--- config.mk ---
export PLATFORM = sky130hd
export DESIGN_NAME = mux_nx1_scan
export DESIGN_NICKNAME = d
export VERILOG_FILES = /design/src/rtl/mux_nx1_scan.sv
export SDC_FILE = /design/constraint.sdc
export NUM_CORES = 1
export LEC_CHECK = 0
export CAP_MARGIN = 40
export CELL_PAD_IN_SITES_DETAIL_PLACEMENT = 2
export CELL_PAD_IN_SITES_GLOBAL_PLACEMENT = 2
export CORE_UTILIZATION = 29
export DETAILED_ROUTE_END_ITERATION = 7
export PLACE_DENSITY_LB_ADDON = 0.1
export SLEW_MARGIN = 30
export SYNTH_ARGS = -nofsm -noshare
export SYNTH_HDL_FRONTEND = slang
export SYNTH_SLANG_ARGS = --single-unit
--- constraint.sdc ---
create_clock -name clk -period 2.5 [get_ports clk]
set_input_delay 0.5 -clock clk [delete_from_list [all_inputs] [get_ports clk]]
set_output_delay 0.5 -clock clk [all_outputs]
set_load 0.01 [all_outputs]
--- src/rtl/mux_nx1_scan.sv ---
// N-channel, W-bit registered mux with a manual select mode and an automatic scan mode.
// Optional feature macro MUX_SCAN_SKIP_MASK_EN adds en_mask so the scan skips disabled channels.
module mux_nx1_scan #(
   parameter int unsigned N       = 8,
   parameter int unsigned W       = 1,
   parameter int unsigned SEL_W   = $clog2(N),
   parameter int unsigned DWELL_W = 8
) (
   input  logic               clk,
   input  logic               rst,
   input  logic [N*W-1:0]     din,
   input  logic               mode,
   input  logic [SEL_W-1:0]   sel_in,
   input  logic               load,
   input  logic [DWELL_W-1:0] dwell,
   input  logic               start,
   input  logic               stop,
`ifdef MUX_SCAN_SKIP_MASK_EN
   input  logic [N-1:0]       en_mask,
`endif
   output logic [W-1:0]       y,
   output logic [SEL_W-1:0]   y_ch,
   output logic               valid,
   output logic               busy,
   output logic               wrap,
   output logic               err
);

   localparam logic [SEL_W:0]   N_EXT = (SEL_W+1)'(N);
   localparam logic [SEL_W-1:0] LAST  = SEL_W'(N-1);

   typedef enum logic [1:0] {
      ST_IDLE   = 2'd0,
      ST_MANUAL = 2'd1,
      ST_SCAN   = 2'd2
   } state_t;

   state_t             state, state_nxt;
   logic [SEL_W-1:0]   ch, ch_nxt;
   logic [DWELL_W-1:0] cnt, cnt_nxt;
   logic [DWELL_W-1:0] dwell_q, dwell_nxt;
   logic [W-1:0]       y_nxt;
   logic [SEL_W-1:0]   y_ch_nxt;
   logic               valid_nxt, busy_nxt, wrap_nxt, err_nxt;

   logic [W-1:0]       mux_c;
   logic               sel_bad_c;
   logic [SEL_W-1:0]   adv_ch_c;
   logic               adv_wrap_c;
   logic               adv_ok_c;
   logic [SEL_W-1:0]   start_ch_c;

   // Channel data selected by the current channel register
   always_comb begin
      mux_c = '0;
      for (int k = 0; k < int'(N); k++) begin
         if (ch == SEL_W'(k)) mux_c = din[k*W +: W];
      end
   end

   assign sel_bad_c = ({1'b0, sel_in} >= N_EXT);

`ifdef MUX_SCAN_SKIP_MASK_EN
   logic             hi_ok_c, any_en_c;
   logic [SEL_W-1:0] hi_ch_c, low_ch_c;

   // Nearest enabled channel above ch, else wrap to the lowest enabled channel
   always_comb begin
      hi_ok_c  = 1'b0;
      hi_ch_c  = '0;
      any_en_c = 1'b0;
      low_ch_c = '0;
      for (int j = int'(N) - 1; j >= 0; j--) begin
         if (en_mask[j]) begin
            any_en_c = 1'b1;
            low_ch_c = SEL_W'(j);
            if (SEL_W'(j) > ch) begin
               hi_ok_c = 1'b1;
               hi_ch_c = SEL_W'(j);
            end
         end
      end
   end

   assign adv_ch_c   = hi_ok_c ? hi_ch_c : low_ch_c;
   assign adv_wrap_c = any_en_c && !hi_ok_c;
   assign adv_ok_c   = any_en_c;
   assign start_ch_c = low_ch_c;
`else
   assign adv_ch_c   = (ch == LAST) ? '0 : ch + 1'b1;
   assign adv_wrap_c = (ch == LAST);
   assign adv_ok_c   = 1'b1;
   assign start_ch_c = '0;
`endif

   // Next-state and registered-output logic
   always_comb begin
      state_nxt = state;
      ch_nxt    = ch;
      cnt_nxt   = cnt;
      dwell_nxt = dwell_q;
      y_nxt     = y;
      y_ch_nxt  = y_ch;
      valid_nxt = valid;
      wrap_nxt  = 1'b0;
      err_nxt   = 1'b0;
      case (state)
         ST_IDLE: begin
            valid_nxt = 1'b0;
            if (start && !stop) begin
               if (mode) begin
                  state_nxt = ST_SCAN;
                  ch_nxt    = start_ch_c;
                  cnt_nxt   = '0;
                  dwell_nxt = dwell;
               end else begin
                  state_nxt = ST_MANUAL;
                  err_nxt   = sel_bad_c;
                  ch_nxt    = sel_bad_c ? '0 : sel_in;
               end
            end
         end
         ST_MANUAL: begin
            if (stop) begin
               state_nxt = ST_IDLE;
               valid_nxt = 1'b0;
            end else begin
               y_nxt     = mux_c;
               y_ch_nxt  = ch;
               valid_nxt = 1'b1;
               if (load) begin
                  if (sel_bad_c) err_nxt = 1'b1;
                  else           ch_nxt  = sel_in;
               end
            end
         end
         ST_SCAN: begin
            if (stop) begin
               state_nxt = ST_IDLE;
               valid_nxt = 1'b0;
            end else begin
               y_nxt     = mux_c;
               y_ch_nxt  = ch;
               valid_nxt = adv_ok_c;
               cnt_nxt   = cnt + 1'b1;
               if (cnt == dwell_q) begin
                  cnt_nxt = '0;
                  if (adv_ok_c) begin
                     ch_nxt   = adv_ch_c;
                     wrap_nxt = adv_wrap_c;
                  end
               end
            end
         end
         default: state_nxt = ST_IDLE;
      endcase
      busy_nxt = (state_nxt != ST_IDLE);
   end

   always_ff @(posedge clk) begin
      if (rst) begin
         state   <= ST_IDLE;
         ch      <= '0;
         cnt     <= '0;
         dwell_q <= '0;
         y       <= '0;
         y_ch    <= '0;
         valid   <= 1'b0;
         busy    <= 1'b0;
         wrap    <= 1'b0;
         err     <= 1'b0;
      end else begin
         state   <= state_nxt;
         ch      <= ch_nxt;
         cnt     <= cnt_nxt;
         dwell_q <= dwell_nxt;
         y       <= y_nxt;
         y_ch    <= y_ch_nxt;
         valid   <= valid_nxt;
         busy    <= busy_nxt;
         wrap    <= wrap_nxt;
         err     <= err_nxt;
      end
   end

endmodule

## Word level (Yosys, flattened, before mapping)

Index checks and enable logic that the tools add are counted.
W data, S select, Z words.

| operators by class | value |
|---|---|
| bitwise gates (word level) | 3 |
| $add $sub $neg | 2 |
| reduce and logical (&&, ||, !) cells | 14 |
| eq/ne operators | 16 |
| muxes and demuxes | 27 |

Operators by type and width:

| cell | count |
|---|---|
| $mux W8 | 4 |
| $mux W3 | 7 |
| $pmux W8 S2 | 1 |
| $eq A3 B3 Y1 const B | 4 |
| $ne A2 B2 Y1 const B | 6 |
| $mux W1 | 9 |
| $pmux W3 S3 | 1 |
| $add A8 B1 Y8 const B | 1 |
| $eq A8 B8 Y1 | 1 |
| $eq A3 B2 Y1 const B | 2 |
| $mux W2 | 3 |
| $reduce_and A6 Y1 | 1 |
| $reduce_bool A2 Y1 | 3 |
| $pmux W2 S2 | 1 |
| $reduce_and A4 Y1 | 1 |
| $reduce_or A4 Y1 | 1 |
| $add A3 B1 Y3 const B | 1 |
| $eq A3 B1 Y1 const B | 1 |
| $logic_not A3 Y1 | 1 |
| $not A1 Y1 | 3 |
| $reduce_and A3 Y1 | 1 |
| $reduce_bool A3 Y1 | 1 |
| $eq A2 B1 Y1 const B | 1 |
| $eq A2 B2 Y1 const B | 1 |
| 6 further kinds | 6 |

| word-level totals | value |
|---|---|
| logic and storage cells | 71 |
| register bits | 28 |
| output and inout port bits | 8 |

## Logic depth before layout (Yosys ltp)

Gate-level depths: netlist of the first run.

| logic depth | value |
|---|---|
| depth in word-level cells | 9 |
| mapped depth | 8 |

## Worst setup path after synthesis of the first run

OpenSTA, ideal clock, no wires.

| path | value |
|---|---|
| path kind | reg-to-reg |
| start | reg state[0] |
| end | reg cnt[0] |
| required time | 2435 ps |
| arrival | 1732 ps |
| stages on the path, launching flop included | 9 |
| path buffers | 1 |
| clock period less this slack | 1797 ps |
| slack | 703 ps |
| cell sequence | dfxtp_1 > inv_1 > ha_1 > nand2b_1 > a21o_1 > clkbuf_1 > a2111oi_0 > a21oi_1 > nor2_1 |

| on the way | value |
|---|---|
| cells in the longest elaborated chain, start to end | 3 |
| elaborated cells between the ends (all ways) | 8 |

Ends and longest elaborated chain:

| element | RTL line | text |
|---|---|---|
| start, declared | 38 | `state_t state, state_nxt;` |
| start signal, assigned | 173 | `state <= state_nxt;` |
| $eq A2 B2 Y1 or $logic_not A2 Y1 (tied branches) | 107 | `case (state)` |
| $ne A2 B2 Y1 (no line) or $reduce_bool A2 Y1 (tied branches) | n/a |  |
| $reduce_and A4 Y1 (no line) | n/a |  |
| end signal, assigned | 175 | `cnt <= cnt_nxt;` |
| end, declared | 40 | `logic [DWELL_W-1:0] cnt, cnt_nxt;` |

Several ways; a longest one is shown, not always the timed one.
A chain may end at the register's enable or synchronous reset.

## Worst setup path after layout of the first run

| path | value |
|---|---|
| start | reg state[0] |
| end | reg cnt[4] |

The elaborated chain is that of the path after synthesis.

==> reports/metrics.yaml, run 1 <==
die_w_um: 75.4
ys_top_cells_by_area: "dfxtp_1, ha_1, nand2_1"
floorplan.rows: 26
floorplan.die.height_um: 75.4
period_minus_slack_ps: 2110
synth.distinct_cells: 39
arrival_time_worst_endpoint_ps: 2320
max-cap-violations: 0
run_status: "finished clean"
setup.worst_path.start_class: "flip-flop"
cts-buffers-inserted: 3
gp_congestion: 0.781
grt_first_pass_wirelength_mm: 7.12
synth_enable_flop_cells: 0
yosys_register_bits: 28
top_level_ports: 33
layout_worst_path_cycle_share: 0.844
largest_net_degree_at_the_start_of_global_routing: 16
buffer_ports.inserted: 31
synth_ff_type: "dfxtp_1"
finClkSkew_ps: 9.86
route.detailed.drc: 0
power-per-cell-area_mw_per_mm2: 479
path_delay_family: "simple AND/OR/NAND/NOR gates"
clockRootBuffer: "clkbuf_8"
share_of_async_settable_or_async_resettable_flops_after_synthesis: 0
tritoncts: "done"
leakagePower_nw: 0.747
wirelength_mm: 4.52
tightestPinTransition_ps: 688
avgViaCountPerCell: 5.00
starting_utilization_of_the_core_area: 0.304
insertion_delay_ps: 290
cp_slowest_cell: "or4_1"
worst-path-max-fanout: 14
clock_tree.buffer_depth: 2
post_route_cells_drive_above_1_share: 0.0586
synth_cells: 191
layout_net_count: 259
place_hpwl_mm: 3.54
final-hold-violation-count: 0
synth_nets: 227
synth_area_mm2: 0.00156
synth_common_cells: "dfxtp_1, nand2_1, a21oi_1, nor2_1, ha_1"
coreArea_mm2: 0.00514
antenna_found_initial: 0
pre_cts_ws_ps: 228
routed_wire_length_per_instance_um: 15.5
slew_violations: 0
layout_setup_ws_ps: 389
grt-ovfl-total: 0
critical_path.cell_chain: "inv_1 > ha_1 > nand2b_1 > a21o_1 > or4_1 > a31oi_1"
number_of_clock_sinks_seen_by_cts: 28
antenna_left: 0
area.growth.synth_to_final_pct: 28.5
die_area_mm2: 0.00568
slew-limit-headroom: 0.541
grt_pass1_vias: 1475
rsz0062_at_grt: "no"
total_grt_usage: 0.166
dr_total_vias: 1460
endpoint_kind: "flip-flop"
worstPathBufferInverterCount: 1
first_iteration_detailed_routing_drc_count: 52
peakVddDrop_v: 0.000196
path_clk_slew_ps: 110
post_cts_hold_buffer_count: 0
crit_type: "flip-flop to flip-flop"
yosysTopAreaCellShare: 0.359
post_cts.resized_instances: 0
synth_seq_area_share: 0.359
cts-htree-levels: 1
cell_accounting_for_the_most_synthesized_area: "dfxtp_1"
critical-path-max-stage-delay_ps: 540
achievable-frequency_mhz: 474
min_path_type: "flip-flop to flip-flop"
synthesis.area_per_instance_um2: 8.18
fin_setup_tns_ps: 0
report.final.setup_viol: 0
detail_route.first_pass.iterations: 4
postCtsSetupRepairBufs: 0
synthesis.yosys.warnings: 0
antenna-diode-count: 0
worst-endpoint-required_ps: 2710
cells by family (layout without fill, tap and decap cells):
logic type / after synthesis / in the layout / synth area share
xor gates and xnor gates: 8 / 8 / 0.0449
buffers and inverters: 18 / 49 / 0.0505
other: 1 / 1 / 0.00240
AOI/OAI and AO/OA: 43 / 43 / 0.180
muxes: 6 / 6 / 0.0393
adders and majority gates: 11 / 11 / 0.0881
and+or+nand+nor: 76 / 76 / 0.236
DFF: 28 / 28 / 0.359
cells in the final DEF (no fill, tap or decap), types with 2 or more instances in the layout:
master and count:
a21oi_1 20, nor3_1 4, inv_1 9, clkdlybuf4s50_1 31, mux2i_1 5, buf_4 5, nor2_1 13, a21o_1 2
ha_1 11, nand3b_1 2, or4_1 4, clkbuf_8 4, nand2b_1 5, nor2b_1 3, nand3_1 9, a31oi_1 6
nor4_1 3, or2_2 2, a221oi_1 2, xor2_1 8, nand2_1 28, a311oi_1 2, dfxtp_1 28
worst reg2reg max path, cell delays in order (launching register included):
cell and delay, ps:
dfxtp_1 430, inv_1 90, ha_1 280, nand2b_1 200, a21o_1 330, or4_1 540
a31oi_1 180
sequential cells by signal (all words and copies together) (netlist names):
signal and flops:
state 2, valid 1, ch 3, wrap 1, cnt 8, dwell_q 8
y 1, y_ch 3, busy 1
stage by stage:
step | std cells | total power, mW | area (um^2) | utilization | hold WS, ps
floorplan | 191 | 0.589 | 1560 | - | 448
global placement | 288 | 0.666 | 1950 | 0.380 | 464
detailed placement | 288 | 0.676 | 1950 | 0.380 | 470
CTS | 292 | 0.973 | 2010 | 0.390 | 485
global route | 292 | 1.01 | 2010 | 0.390 | 507
finish | 292 | 0.961 | 2010 | 0.390 | 479
layer usage:
| layer | part of all wire | routed length [um] | track usage |
|---|---|---|---|
| met5 | 0 | 0 | 0 |
| met3 | 0.023 | 106 | 0.0238 |
| met2 | 0.51 | 2320 | 0.311 |
| met4 | 0.0069 | 31 | 0.0370 |
| met1 | 0.46 | 2060 | 0.201 |
final cells by class:
cell class / count / area, um^2
clock buffer: 4 / 55.1
fill: 615 / 3130
inverter: 9 / 33.8
multi-input combinational: 145 / 922
sequential: 28 / 561
tap: 70 / 87.6
timing repair buffer: 36 / 348
power breakdown:
part / internal (mW) / switching, mW / leakage (nW) / total (mW)
logic: 0.0953 / 0.0903 / 0.492 / 0.186
clock network: 0.142 / 0.157 / 0.0288 / 0.299
registers: 0.461 / 0.0155 / 0.227 / 0.477
final timing paths:
| path | cells past startpoint | to | slack (ps) | startpoint |
|---|---|---|---|---|
| worst min register to register | 2 | dwell_q[2]$_SDFFE_PP0P_ | 480 | dwell_q[2]$_SDFFE_PP0P_ |
| worst min-delay path | 2 | dwell_q[2]$_SDFFE_PP0P_ | 480 | dwell_q[2]$_SDFFE_PP0P_ |
| worst max register to register | 6 | cnt[4]$_SDFFE_PP0P_ | 390 | state[0]$_SDFF_PP0_ |
| worst max-delay path | 6 | cnt[4]$_SDFFE_PP0P_ | 390 | state[0]$_SDFF_PP0_ |
Note: power is estimated with default switching activity, not from simulation.
==> run 2: changes to the inputs <==
clock period = 2 ns   (was 2.5 ns; I/O delays follow)
==> run 2 against run 1 <==
Clock skew fell by 4.9 ps. First-iteration DRC count down 35%. Design area is 4.2% higher. Register-to-register slack got worse by 330 ps. Flip-flop and latch count unchanged. Final cell count increased by 3.1%. Via count grew 4.2%. Critical path depth stayed put. Wire length up 3.0%. Largest power group unchanged.
==> reports/metrics.yaml, run 2 (synthesis gave the netlist of run 1 again) <==
run_status: "finished clean"
grt-ovfl-total: 0
cts-buffers-inserted: 3
leakagePower_nw: 0.793
min_delay_path_depth: 2
min_path_type: "flip-flop to flip-flop"
floorplan.rows: 26
multiInputGateArea_um2: 928
post-route-cell-area_mm2: 0.00209
report.final.setup_viol: 0
largest_net_degree_at_the_start_of_global_routing: 16
cts-htree-levels: 1
rsz0062_at_grt: "yes"
wirelength_mm: 4.65
regArea_um2: 572
area.growth.synth_to_final_pct: 34.0
finClkSkew_ps: 4.92
slew_violations: 0
layout_worst_path_cycle_share: 0.970
post_cts_hold_buffer_count: 0
clock_tree.buffer_depth: 2
route.detailed.drc: 0
period_minus_slack_ps: 1940
post_route_cells_drive_above_1_share: 0.139
gp_congestion: 0.774
slew-limit-headroom: 0.548
cp_slowest_cell: "or4_1"
total_grt_usage: 0.177
first_iteration_detailed_routing_drc_count: 34
final-hold-violation-count: 0
worstPathBufferInverterCount: 1
tritoncts: "done"
buffer_ports.inserted: 31
reg.largest.list: "cnt (8), dwell_q (8)"
peakVddDrop_v: 0.000257
layout.filler_cells: 615
layout_commonest_cell: "clkdlybuf4s50_1"
starting_utilization_of_the_core_area: 0.304
worst-endpoint-required_ps: 2190
whs_ps: 481
power-per-cell-area_mw_per_mm2: 574
tightestPinTransition_ps: 678
floorplan.die.height_um: 75.4
worst-path-max-fanout: 10
avgViaCountPerCell: 5.05
critical-path-max-stage-delay_ps: 530
number_of_clock_sinks_seen_by_cts: 28
totalPowerFinal_mw: 1.20
critical_path.cell_chain: "xor2_1 > nor4_1 > buf_4 > a21o_2 > or4_1 > a31oi_1"
path_delay_family: "simple AND/OR/NAND/NOR gates"
die_area_mm2: 0.00568
place_hpwl_mm: 3.73
top_level_ports: 33
antenna_left: 0
antenna_found_initial: 0
grt_first_pass_wirelength_mm: 7.63
placed_area_mm2: 0.00202
path_clk_slew_ps: 100
detail_route.first_pass.iterations: 4
die_w_um: 75.4
layout_net_count: 268
clockRootBuffer: "clkbuf_8"
endpoint_kind: "flip-flop"
max-cap-violations: 0
antenna-diode-count: 0
crit_type: "flip-flop to flip-flop"
dr_total_vias: 1521
achievable-frequency_mhz: 515
most-common-layout-cells: "clkdlybuf4s50_1, nand2_1, dfxtp_1"
cp.depth: 6
arrival_time_worst_endpoint_ps: 2130
insertion_delay_ps: 270
grt_pass1_vias: 1609
worstRegToRegCells: 6
routed_wire_length_per_instance_um: 15.5
coreArea_mm2: 0.00514
setup.worst_path.start_class: "flip-flop"
run 2: path summary, 6_finish.rpt:
check,to,slack (ps),from
min reg2reg,dwell_q[0]$_SDFFE_PP0P_,480,dwell_q[0]$_SDFFE_PP0P_
max reg2reg,cnt[6]$_SDFFE_PP0P_,60,cnt[6]$_SDFFE_PP0P_
min,dwell_q[0]$_SDFFE_PP0P_,480,dwell_q[0]$_SDFFE_PP0P_
max,cnt[6]$_SDFFE_PP0P_,60,cnt[6]$_SDFFE_PP0P_
run 2: where the power goes:
part           leakage, nW  internal (mW)  switching (mW)  total (mW)
Sequential           0.231          0.575          0.0181       0.593
Combinational        0.533          0.135           0.121       0.256
Clock               0.0288          0.176           0.175       0.351
Total                0.793          0.887           0.314        1.20
run 2: worst reg2reg max path, delay by kind of cell (launching register included):
kind                      cells  cell delay, ps
and+or+nand+nor               2             610
AOI/OAI and AO/OA             2             500
DFF                           1             430
xor gates and xnor gates      1             170
buffers and inverters         1             150
run 2: what timing repair did:
item | in CTS | in global routing
setup buffers | 0 | 0
resized for setup | 5 | 7
hold endpoints to repair | 0 | 0
setup endpoints to repair | 5 | 9
run 2: per-layer routing:
| layer | vias up | global-route usage | part of all wire |
|---|---|---|---|
| li1 | 752 | - | - |
| met1 | 744 | 0.207 | 0.44 |
| met2 | 21 | 0.336 | 0.52 |
| met3 | 4 | 0.0238 | 0.035 |
| met4 | 0 | 0.0494 | 0.0067 |
| met5 | - | 0 | 0 |
run 2: per-stage QoR:
stage / utilization / instances / setup slack, ps / TNS (ps)
floorplan: - / 191 / 203 / 0
global placement: 0.393 / 297 / -29.8 / -141
detailed placement: 0.393 / 297 / -164 / -663
CTS: 0.405 / 301 / 5.64 / 0
global route: 0.407 / 301 / -18.0 / -41.6
finish: 0.407 / 301 / 59.2 / 0
run 2: layout make-up:
| class | instances | share of cell area |
|---|---|---|
| timing repair buffer | 45 | 0.199 |
| sequential | 28 | 0.273 |
| tap | 70 | 0.0419 |
| multi-input combinational | 145 | 0.444 |
| clock buffer | 4 | 0.0263 |
| inverter | 9 | 0.0161 |
